### src/rtl/uart_tx_engine_pkg.sv
// ============================================================================
// Module   : uart_tx_engine_pkg
// Brief    : FSM encodings, frame constants and baud divider helper for UART TX
// Revision : 1.0 - initial release
// ============================================================================
`default_nettype none

package uart_tx_engine_pkg;

  localparam logic [1:0] c_st_idle  = 2'd0;
  localparam logic [1:0] c_st_start = 2'd1;
  localparam logic [1:0] c_st_data  = 2'd2;
  localparam logic [1:0] c_st_stop  = 2'd3;

  localparam int c_data_bits = 8;
  localparam int c_stop_bits = 1;

  // Shared with the receive path so both sides agree on bit timing.
  function automatic int calc_baud_div(input int clk_freq, input int baud_rate);
    return clk_freq / baud_rate;
  endfunction

endpackage

`default_nettype wire

### src/rtl/uart_tx_engine_fifo.sv
// ============================================================================
// Module   : uart_tx_engine_fifo
// Brief    : Synchronous FIFO queueing bytes for the UART transmitter
// Revision : 1.0 - initial release
// ============================================================================
`default_nettype none

module uart_tx_engine_fifo #(
  parameter int DEPTH = 4,
  parameter int WIDTH = 8
) (
  input  logic                     sys_clk,
  input  logic                     reset,
  input  logic                     push,
  input  logic [WIDTH-1:0]         push_data,
  input  logic                     pop,
  output logic [WIDTH-1:0]         pop_data,
  output logic                     full,
  output logic                     empty,
  output logic [$clog2(DEPTH):0]   count
);

  localparam int c_aw = $clog2(DEPTH);
  localparam logic [c_aw:0] c_full_count = (c_aw + 1)'(DEPTH);

  logic [WIDTH-1:0] r_mem [DEPTH];
  logic [c_aw-1:0]  r_wr_ptr;
  logic [c_aw-1:0]  r_rd_ptr;
  logic [c_aw:0]    r_count;
  logic             w_push;
  logic             w_pop;

  // Full blocks a push even when a pop frees a slot on the same edge.
  assign w_push   = push && !full;
  assign w_pop    = pop && !empty;
  assign full     = (r_count == c_full_count);
  assign empty    = (r_count == '0);
  assign count    = r_count;
  assign pop_data = r_mem[r_rd_ptr];

  always_ff @(posedge sys_clk) begin
    if (!reset) begin
      r_wr_ptr <= '0;
      r_rd_ptr <= '0;
      r_count  <= '0;
    end else begin
      if (w_push) r_wr_ptr <= r_wr_ptr + 1'b1;
      if (w_pop)  r_rd_ptr <= r_rd_ptr + 1'b1;
      case ({w_push, w_pop})
        2'b10:   r_count <= r_count + 1'b1;
        2'b01:   r_count <= r_count - 1'b1;
        default: r_count <= r_count;
      endcase
    end
  end

  always_ff @(posedge sys_clk) begin
    if (w_push) r_mem[r_wr_ptr] <= push_data;
  end

endmodule

`default_nettype wire

### src/rtl/uart_tx_engine.sv
// ============================================================================
// Module   : uart_tx_engine
// Brief    : 8N1 LSB-first UART transmitter with input FIFO, back-to-back frames
// Revision : 1.0 - initial release
// ============================================================================
`default_nettype none

module uart_tx_engine #(
  parameter int CLK_FREQ   = 100_000_000,
  parameter int BAUD_RATE  = 9600,
  parameter int FIFO_DEPTH = 4
) (
  input  logic                          sys_clk,
  input  logic                          reset,
  input  logic [7:0]                    tx_data,
  input  logic                          tx_valid,
  output logic                          tx_ready,
  output logic                          UART_TX,
  output logic                          tx_busy,
  output logic [$clog2(FIFO_DEPTH):0]   fifo_count
);

  import uart_tx_engine_pkg::*;

  localparam int c_baud_div = calc_baud_div(CLK_FREQ, BAUD_RATE);
  localparam int c_cnt_w    = (c_baud_div > 1) ? $clog2(c_baud_div) : 1;
  localparam logic [c_cnt_w-1:0] c_baud_last = c_cnt_w'(c_baud_div - 1);
  localparam logic [2:0] c_last_data = 3'(c_data_bits - 1);
  localparam logic [2:0] c_last_stop = 3'(c_stop_bits - 1);

  logic [1:0]         r_state;
  logic [c_cnt_w-1:0] r_baud_cnt;
  logic [2:0]         r_bit_idx;
  logic [7:0]         r_shift;
  logic               r_uart_tx;
  logic               w_fifo_full;
  logic               w_fifo_empty;
  logic [7:0]         w_fifo_data;
  logic               w_push;
  logic               w_pop;
  logic               w_bit_done;
  logic               w_frame_end;

  assign w_bit_done  = (r_baud_cnt == c_baud_last);
  assign w_frame_end = (r_state == c_st_stop) && w_bit_done && (r_bit_idx == c_last_stop);
  // Popping on the final stop cycle chains the next start bit with no idle gap.
  assign w_pop       = !w_fifo_empty && ((r_state == c_st_idle) || w_frame_end);
  assign tx_ready    = !w_fifo_full;
  assign w_push      = tx_valid && tx_ready;
  assign tx_busy     = (r_state != c_st_idle) || (fifo_count != '0);
  assign UART_TX     = r_uart_tx;

  uart_tx_engine_fifo #(
    .DEPTH (FIFO_DEPTH),
    .WIDTH (8)
  ) u_fifo (
    .sys_clk   (sys_clk),
    .reset     (reset),
    .push      (w_push),
    .push_data (tx_data),
    .pop       (w_pop),
    .pop_data  (w_fifo_data),
    .full      (w_fifo_full),
    .empty     (w_fifo_empty),
    .count     (fifo_count)
  );

  always_ff @(posedge sys_clk) begin
    if (!reset) begin
      r_state    <= c_st_idle;
      r_baud_cnt <= '0;
      r_bit_idx  <= '0;
      r_shift    <= '0;
      r_uart_tx  <= 1'b1;
    end else begin
      // Line register follows the state one cycle later; every bit keeps full width.
      r_uart_tx <= (r_state == c_st_data) ? r_shift[0] : (r_state != c_st_start);
      case (r_state)
        c_st_idle: begin
          r_baud_cnt <= '0;
          r_bit_idx  <= '0;
          if (w_pop) begin
            r_shift <= w_fifo_data;
            r_state <= c_st_start;
          end
        end
        c_st_start: begin
          if (w_bit_done) begin
            r_baud_cnt <= '0;
            r_bit_idx  <= '0;
            r_state    <= c_st_data;
          end else begin
            r_baud_cnt <= r_baud_cnt + 1'b1;
          end
        end
        c_st_data: begin
          if (w_bit_done) begin
            r_baud_cnt <= '0;
            r_shift    <= {1'b0, r_shift[7:1]};
            if (r_bit_idx == c_last_data) begin
              r_bit_idx <= '0;
              r_state   <= c_st_stop;
            end else begin
              r_bit_idx <= r_bit_idx + 1'b1;
            end
          end else begin
            r_baud_cnt <= r_baud_cnt + 1'b1;
          end
        end
        c_st_stop: begin
          if (w_bit_done) begin
            r_baud_cnt <= '0;
            if (r_bit_idx == c_last_stop) begin
              r_bit_idx <= '0;
              if (w_pop) begin
                r_shift <= w_fifo_data;
                r_state <= c_st_start;
              end else begin
                r_state <= c_st_idle;
              end
            end else begin
              r_bit_idx <= r_bit_idx + 1'b1;
            end
          end else begin
            r_baud_cnt <= r_baud_cnt + 1'b1;
          end
        end
        default: r_state <= c_st_idle;
      endcase
    end
  end

endmodule

`default_nettype wire

### config.mk
export PLATFORM = sky130hd
export DESIGN_NAME = uart_tx_engine
export DESIGN_NICKNAME = d
export VERILOG_FILES = /design/src/rtl/uart_tx_engine_pkg.sv /design/src/rtl/uart_tx_engine_fifo.sv /design/src/rtl/uart_tx_engine.sv
export SDC_FILE = /design/constraint.sdc
export NUM_CORES = 1
export LEC_CHECK = 0
export BUFFER_PORTS_ARGS = -buffer_cell sky130_fd_sc_hd__buf_2
export CORE_MARGIN = 2
export CORE_UTILIZATION = 45
export CTS_CLUSTER_DIAMETER = 200
export DETAILED_ROUTE_END_ITERATION = 10
export GPL_TIMING_DRIVEN = 0
export SLEW_MARGIN = 20
export SYNTH_ARGS = -nofsm -noshare
export SYNTH_HDL_FRONTEND = slang
export SYNTH_HIERARCHICAL = 1
export SYNTH_SLANG_ARGS = --single-unit
### constraint.sdc
create_clock -name sys_clk -period 2.7 [get_ports sys_clk]
set_input_delay 0.54 -clock sys_clk [delete_from_list [all_inputs] [get_ports sys_clk]]
set_output_delay 0.54 -clock sys_clk [all_outputs]
set_load 0.02 [all_outputs]
==> results of run 1 <==
worst min path at each step:
stage	startpoint	endpoint	slack [ns]	cells past startpoint
final	tx_data[5]	u_fifo/r_mem[2][5]	0.40	1
after global routing	tx_data[4]	u_fifo/r_mem[3][4]	0.39	1
after CTS	tx_data[5]	u_fifo/r_mem[2][5]	0.39	1
after detailed placement	r_baud_cnt[0]	r_baud_cnt[0]	0.44	1
after global placement	r_baud_cnt[0]	r_baud_cnt[0]	0.44	1
after floorplan	r_baud_cnt[0]	r_baud_cnt[0]	0.42	1
what timing repair did:
item	4_1_cts	5_1_grt
pin swaps	3	0
endpoints found under the setup margin	2	1
buffers inserted	5	0
resized for setup	2	6
endpoints found under the hold margin	0	0
critical path: stages (launching register included):
cell and delay (ns):
dfxtp_2 0.33, or4b_4 0.54, nor4_4 0.28, a21o_2 0.21
nor2b_4 0.17, ha_4 0.15, inv_2 0.03, fa_2 0.32
xor2_1 0.15, or3_1 0.34, a21boi_2 0.13
synth_stat cells, types with 3 or more instances:
cell and instances:
buf_2 3, mux4_2 8, ha_1 15, mux2i_1 11, nor3_1 3, and3_1 3
inv_1 14, a21oi_1 10, dfxtp_1 37, xnor2_1 8, or3_1 3, nand3_1 6
and2_1 7, xor2_1 6, nor2b_1 4, clkbuf_1 3, nand2_1 14, a311oi_1 5
o21ai_0 5, edfxtp_1 32, nor2_1 19
flip-flops by register name, indices dropped and copies added (netlist names), named ones only:
signal,count
UART_TX,1
r_baud_cnt,14
r_bit_idx,3
r_shift,8
r_state,2
u_fifo/count,3
u_fifo/r_mem,32
u_fifo/r_rd_ptr,2
u_fifo/r_wr_ptr,2
logic make-up after synthesis:
family                     Yosys count
AOI/OAI and AO/OA                   37
xor gates and xnor gates            14
adders and majority gates           16
buffers and inverters               26
DFF                                 69
muxes                               19
and+or+nand+nor                     74
layout make-up:
class / count / area, sq um
flip-flops and latches: 69 / 1710
fillers: 597 / 3140
inverters: 15 / 56.3
clock inverters: 7 / 82.6
multi-input cells: 160 / 1350
plain buffers: 11 / 93.8
repair buffers: 21 / 118
clock buffers: 9 / 124
well taps: 96 / 120
power by group:
group / internal, uW / switching, uW / total (uW)
registers: 1270 / 101 / 1370
logic: 688 / 755 / 1440
clock network: 440 / 422 / 862
layer usage:
metal  GRT usage  part of all wire  vias up
li1            -                 -      989
met1       0.203              0.47      942
met2       0.255              0.48       29
met3      0.0471             0.034        6
met4      0.0629             0.015        0
met5           0                 0        -
through the flow:
stage	hold WS, ns	instance area, sq um	util	TNS (ns)	worst slack, ns
after floorplan	0.418	3200	-	-0.0593	-0.0593
after global placement	0.435	3400	0.500	-0.400	-0.270
after detailed placement	0.445	3400	0.500	-0.436	-0.289
after CTS	0.387	3640	0.536	0	0.000892
after global routing	0.394	3650	0.538	-0.120	-0.120
final	0.403	3650	0.538	-0.0211	-0.0211
==> flow_summary_export.csv, run 1 <==
group,metric,value,unit
die,die_area,0.00774,sq mm
synthesis,avgSynthCellArea,12.4,sq um
synthesis,synthArstFlopShare,0,
die,die_h,88.0,um
sta,max_freq,367,MHz
critical_path,cp.arrival,3.00,ns
global_routing,track_usage,0.159,
route,first_iter_violations,127,
power,vdd_drop_max,0.620,mV
sta,max_slew_margin,0.648,
die,dieWidth,88.0,um
synthesis,synth_compound_area_frac,0.0860,
critical_path,startpoint,"r_baud_cnt[10]",
critical_path,ff2ff_path_depth,10,
worst_hold_path,hp-class,"input pin to register",
sta,period_share,1.01,
critical_path,critPathCapture,"u_fifo/count[2]",
synthesis,synth_mux_area_frac,0.0915,
global_routing,grt_max_degree,15,
synthesis,synthCells,255,
route,drt_wl_total,5470,um
sta,rsz0062_at_grt,"yes",
sta,slew_violations,0,
clocking,cts_root_buf,"clkbuf_8",
synthesis,synth.largest_area_cell,"edfxtp_1",
route,first_pass_iters,4,
die,start_util,0.467,
clocking,cts_hold_buffers,0,
critical_path,r2r-start,"r_baud_cnt[10]",
power,p_total,3680,uW
synthesis,synth_top_area_share,0.303,
route,viasPerCell,5.07,
critical_path,cp-start-kind,"register",
job,maxCapViolations,0,
critical_path,crit_type,"register to register",
die,fp.coreArea,0.00679,sq mm
clocking,cts_made_buffers,9,
clocking,cts.sinks,69,
synthesis,ys_ff_latch,69,
synthesis,synthAdderAreaFrac,0.0655,
synthesis,synthTopCellsByArea,"edfxtp_1 (30%), dfxtp_1 (23%), ha_1 (5.9%)",
clocking,htreeDepth,3,
critical_path,crit_path_end_kind,"register",
synthesis,syn-num-nets,282,
synthesis,synth_xor_area_frac,0.0387,
clocking,cts_tree,"done",
placed_design,hpwl,3670,um
clocking,clock_latency,0.34,ns
clocking,clkSlewWorstSetupHoldPaths,0.08,ns
sta,skew,0.00764,ns
synthesis,yosys_warnings,6,
outcome,outcome,"finished with violations",
die,ios,17,
power,p_leak,0.00130,uW
global_routing,antenna_found_initial,0,
critical_path,timing.rr.end,"u_fifo/count[2]",
die,row_count,30,
final_layout,final_cells,388,
final_layout,drive_gt1_frac,0.277,
route,vias,1966,
critical_path,worstPathRequired,2.98,ns
critical_path,crit_path_max_fanout,2,
placed_design,gp_congestion,0.765,
sta,fin_crit,2.72,ns
route,detail-route-antenna-nets,0,
synthesis,yosys.area_share.simple,0.135,
synthesis,synth.cell_area,0.00317,sq mm
global_routing,grt_pass1_vias,1946,
sta,timing.final.ws_setup,-0.0211,ns
route,avgRoutedWirePerCell,14.1,um
global_routing,grt_pass1_wl,9250,um
final_layout,n_antenna_cell,0,
critical_path,regToRegSetupSlack,-0.02,ns
global_routing,grt_overflow,0,
placed_design,dp.cells,367,
final_layout,fin_nets,314,
placed_design,port_buffers,16,
sta,setup_violations,1,
route,drc,0,
synthesis,yosysSeqAreaShare,0.536,
power,p_per_area,1010,mW/mm^2
outcome,violations,"negative setup slack",
final_layout,area_growth,15.2,%
synthesis,synth_edf_count,32,
synthesis,synthFlopType,"dfxtp_1",
final_layout,layout.cells.most_common_list,"dfxtp_1 (32), edfxtp_1 (32), nor2_1 (19), buf_2 (19), nand2_1 (14)",
sta,tightest_slew,0.525,ns
synthesis,synth_top_family_by_area,"simple AND/OR/NAND/NOR gates",
clocking,clk_path_buf_depth,2,
synthesis,yosysUniqueCellTypes,55,
sta,hold_violations,0,
Note: power is estimated with default switching activity, not from simulation.
==> run 2, diff against run 1 <==
--- a/config.mk
+++ b/config.mk
@@ -10,7 +10,6 @@
 export CORE_UTILIZATION = 45
 export CTS_CLUSTER_DIAMETER = 200
 export DETAILED_ROUTE_END_ITERATION = 10
-export GPL_TIMING_DRIVEN = 0
 export SLEW_MARGIN = 20
 export SYNTH_ARGS = -nofsm -noshare
 export SYNTH_HDL_FRONTEND = slang
==> run 2 against run 1 <==
The flow now finishes without violations. Sequential share of layout area increased by 0.74 points. Sequential cell count unchanged. Die area unchanged. Combinational power decreased by 12%. Final cell count decreased by 0.77%. Via count decreased by 1.4%. Worst hold slack got worse by 0.0044 ns. Maximum frequency increased by 4.0%. Clock skew increased by 0.0016 ns. Largest cell class unchanged.
==> flow_summary_export.csv, run 2 (same netlist as run 1, synthesis figures left out) <==
group,metric,value,unit
outcome,outcome,"finished clean",
placed_design,gp_congestion,0.813,
critical_path,crit_path_end_kind,"register",
sta,max_slew_margin,0.635,
sta,fin_crit,2.62,ns
power,clockPowerShare,0.230,
power,swShare,0.363,
sta,hold_violations,0,
clocking,clkSlewWorstSetupHoldPaths,0.08,ns
final_layout,layout_commonest_cell,"dfxtp_1",
final_layout,final_cell_area,0.00359,sq mm
sta,setup_violations,0,
clocking,cts_tree,"done",
die,die_area,0.00774,sq mm
die,ios,17,
sta,skew,0.00924,ns
sta,whs,0.399,ns
sta,period_share,0.969,
global_routing,grt_overflow,0,
route,first_pass_iters,4,
final_layout,area_growth,13.2,%
route,first_iter_violations,86,
clocking,clk_path_buf_depth,2,
clocking,cts.sinks,69,
critical_path,cp.arrival,2.91,ns
clocking,cts_hold_buffers,0,
clocking,htreeDepth,3,
critical_path,crit_type,"register to register",
global_routing,antenna_found_initial,0,
route,viasPerCell,5.04,
global_routing,grt_max_degree,17,
route,vias,1939,
worst_hold_path,hp-class,"input pin to register",
route,avgRoutedWirePerCell,14.1,um
power,p_per_area,960,mW/mm^2
final_layout,fin_nets,311,
worst_hold_path,hold_path.startpoint,"tx_data[5]",
placed_design,port_buffers,16,
clocking,cts_root_buf,"clkbuf_8",
route,drt_wl_total,5420,um
sta,slew_violations,0,
die,die_h,88.0,um
final_layout,largestRegisters,"u_fifo/r_mem (32), r_baud_cnt (14), r_shift (8)",
placed_design,placed_area,0.00340,sq mm
route,drc,0,
power,p_int,2200,uW
power,vdd_drop_max,0.458,mV
critical_path,r2r-start,"r_baud_cnt[10]",
sta,tightest_slew,0.545,ns
critical_path,crit_path_max_fanout,3,
critical_path,startpoint,"r_baud_cnt[10]",
power,combPwrFrac,0.368,
die,dieWidth,88.0,um
clocking,cts_made_buffers,9,
power,p_switching,1250,uW
critical_path,cp-start-kind,"register",
clocking,clock_latency,0.35,ns
global_routing,grt_pass1_vias,1908,
die,fp.coreArea,0.00679,sq mm
sta,max_freq,382,MHz
global_routing,track_usage,0.159,
final_layout,layout.cells.most_common_list,"dfxtp_1 (35), edfxtp_1 (32), nor2_1 (19)",
sta,rsz0062_at_grt,"yes",
die,start_util,0.467,
critical_path,worstPathRequired,2.99,ns
final_layout,top_register,"u_fifo/r_mem",
global_routing,grt_pass1_wl,9130,um
final_layout,drive_gt1_frac,0.266,
route,detail-route-antenna-nets,0,
placed_design,hpwl,3740,um
final_layout,n_antenna_cell,0,
power,seqPwrFrac,0.402,
job,maxCapViolations,0,
final_layout,largest_register_ffs,32,
power,p_leak,0.00128,uW
die,row_count,30,
[run 2: changes by cell type in the layout (fill, tap and decap cells not counted), sizes merged]
cell         previous run  this run
clkinvlp                2         1
bufinv                  1         0
clkbuf                 12         9
dlygate4sd1             1         0
clkinv                  1         2
inv                    18        19
buf                    28        29
[run 2: metal layers]
layer	vias to the layer above	part of all wire	track usage
met4	0	0.022	0.0965
met1	929	0.47	0.201
met3	7	0.020	0.0339
met2	21	0.49	0.251
met5	-	0	0
li1	982	-	-
[run 2: worst max-delay path: stages (launching register included)]
cell	delay, ns
dfxtp_2	0.33
or4b_4	0.54
nor4_4	0.25
a21o_2	0.18
nor2b_4	0.18
ha_4	0.16
inv_2	0.03
fa_2	0.32
xor2_1	0.15
or3_1	0.31
a21boi_1	0.11
[run 2: final cells by class]
class | count | area [sq um]
clock inverter | 7 | 62.6
fill | 594 | 3200
multi-input combinational | 160 | 1350
sequential | 69 | 1700
timing repair buffer | 29 | 178
inverter | 15 | 56.3
clock buffer | 9 | 124
tap | 96 | 120
[run 2: final timing paths]
path	slack, ns	endpoint	cells after the start
min	0.40	u_fifo/r_mem[1][5]	1
min reg2reg	0.46	r_baud_cnt[0]	1
max reg2reg	0.08	u_fifo/count[2]	10
max	0.08	u_fifo/count[2]	10
[run 2: stage by stage]
| step | utilization | power [uW] | TNS, ns | instances | setup slack, ns |
|---|---|---|---|---|---|
| global route | 0.528 | 3690 | -0.00528 | 385 | -0.00528 |
| floorplan | - | 2510 | -0.0593 | 255 | -0.0593 |
| global placement | 0.500 | 2660 | 0 | 369 | 0.0338 |
| detailed placement | 0.500 | 2690 | 0 | 369 | 0.0111 |
| CTS | 0.528 | 3490 | 0 | 385 | 0.0543 |
| finish | 0.528 | 3450 | 0 | 385 | 0.0829 |
[run 2: power by group through the flow]
stage	sequential [uW]	clock [uW]	combinational, uW
after global placement	1410	0	1250
after CTS	1390	813	1280
after detailed placement	1410	0	1270
after floorplan	1400	0	1120
final	1390	792	1270
after global routing	1410	861	1410
[run 2: timing repair]
action,in CTS,in global routing
setup buffers,0,0
setup endpoints to repair,1,1
pin swaps,1,0
resized for setup,0,3
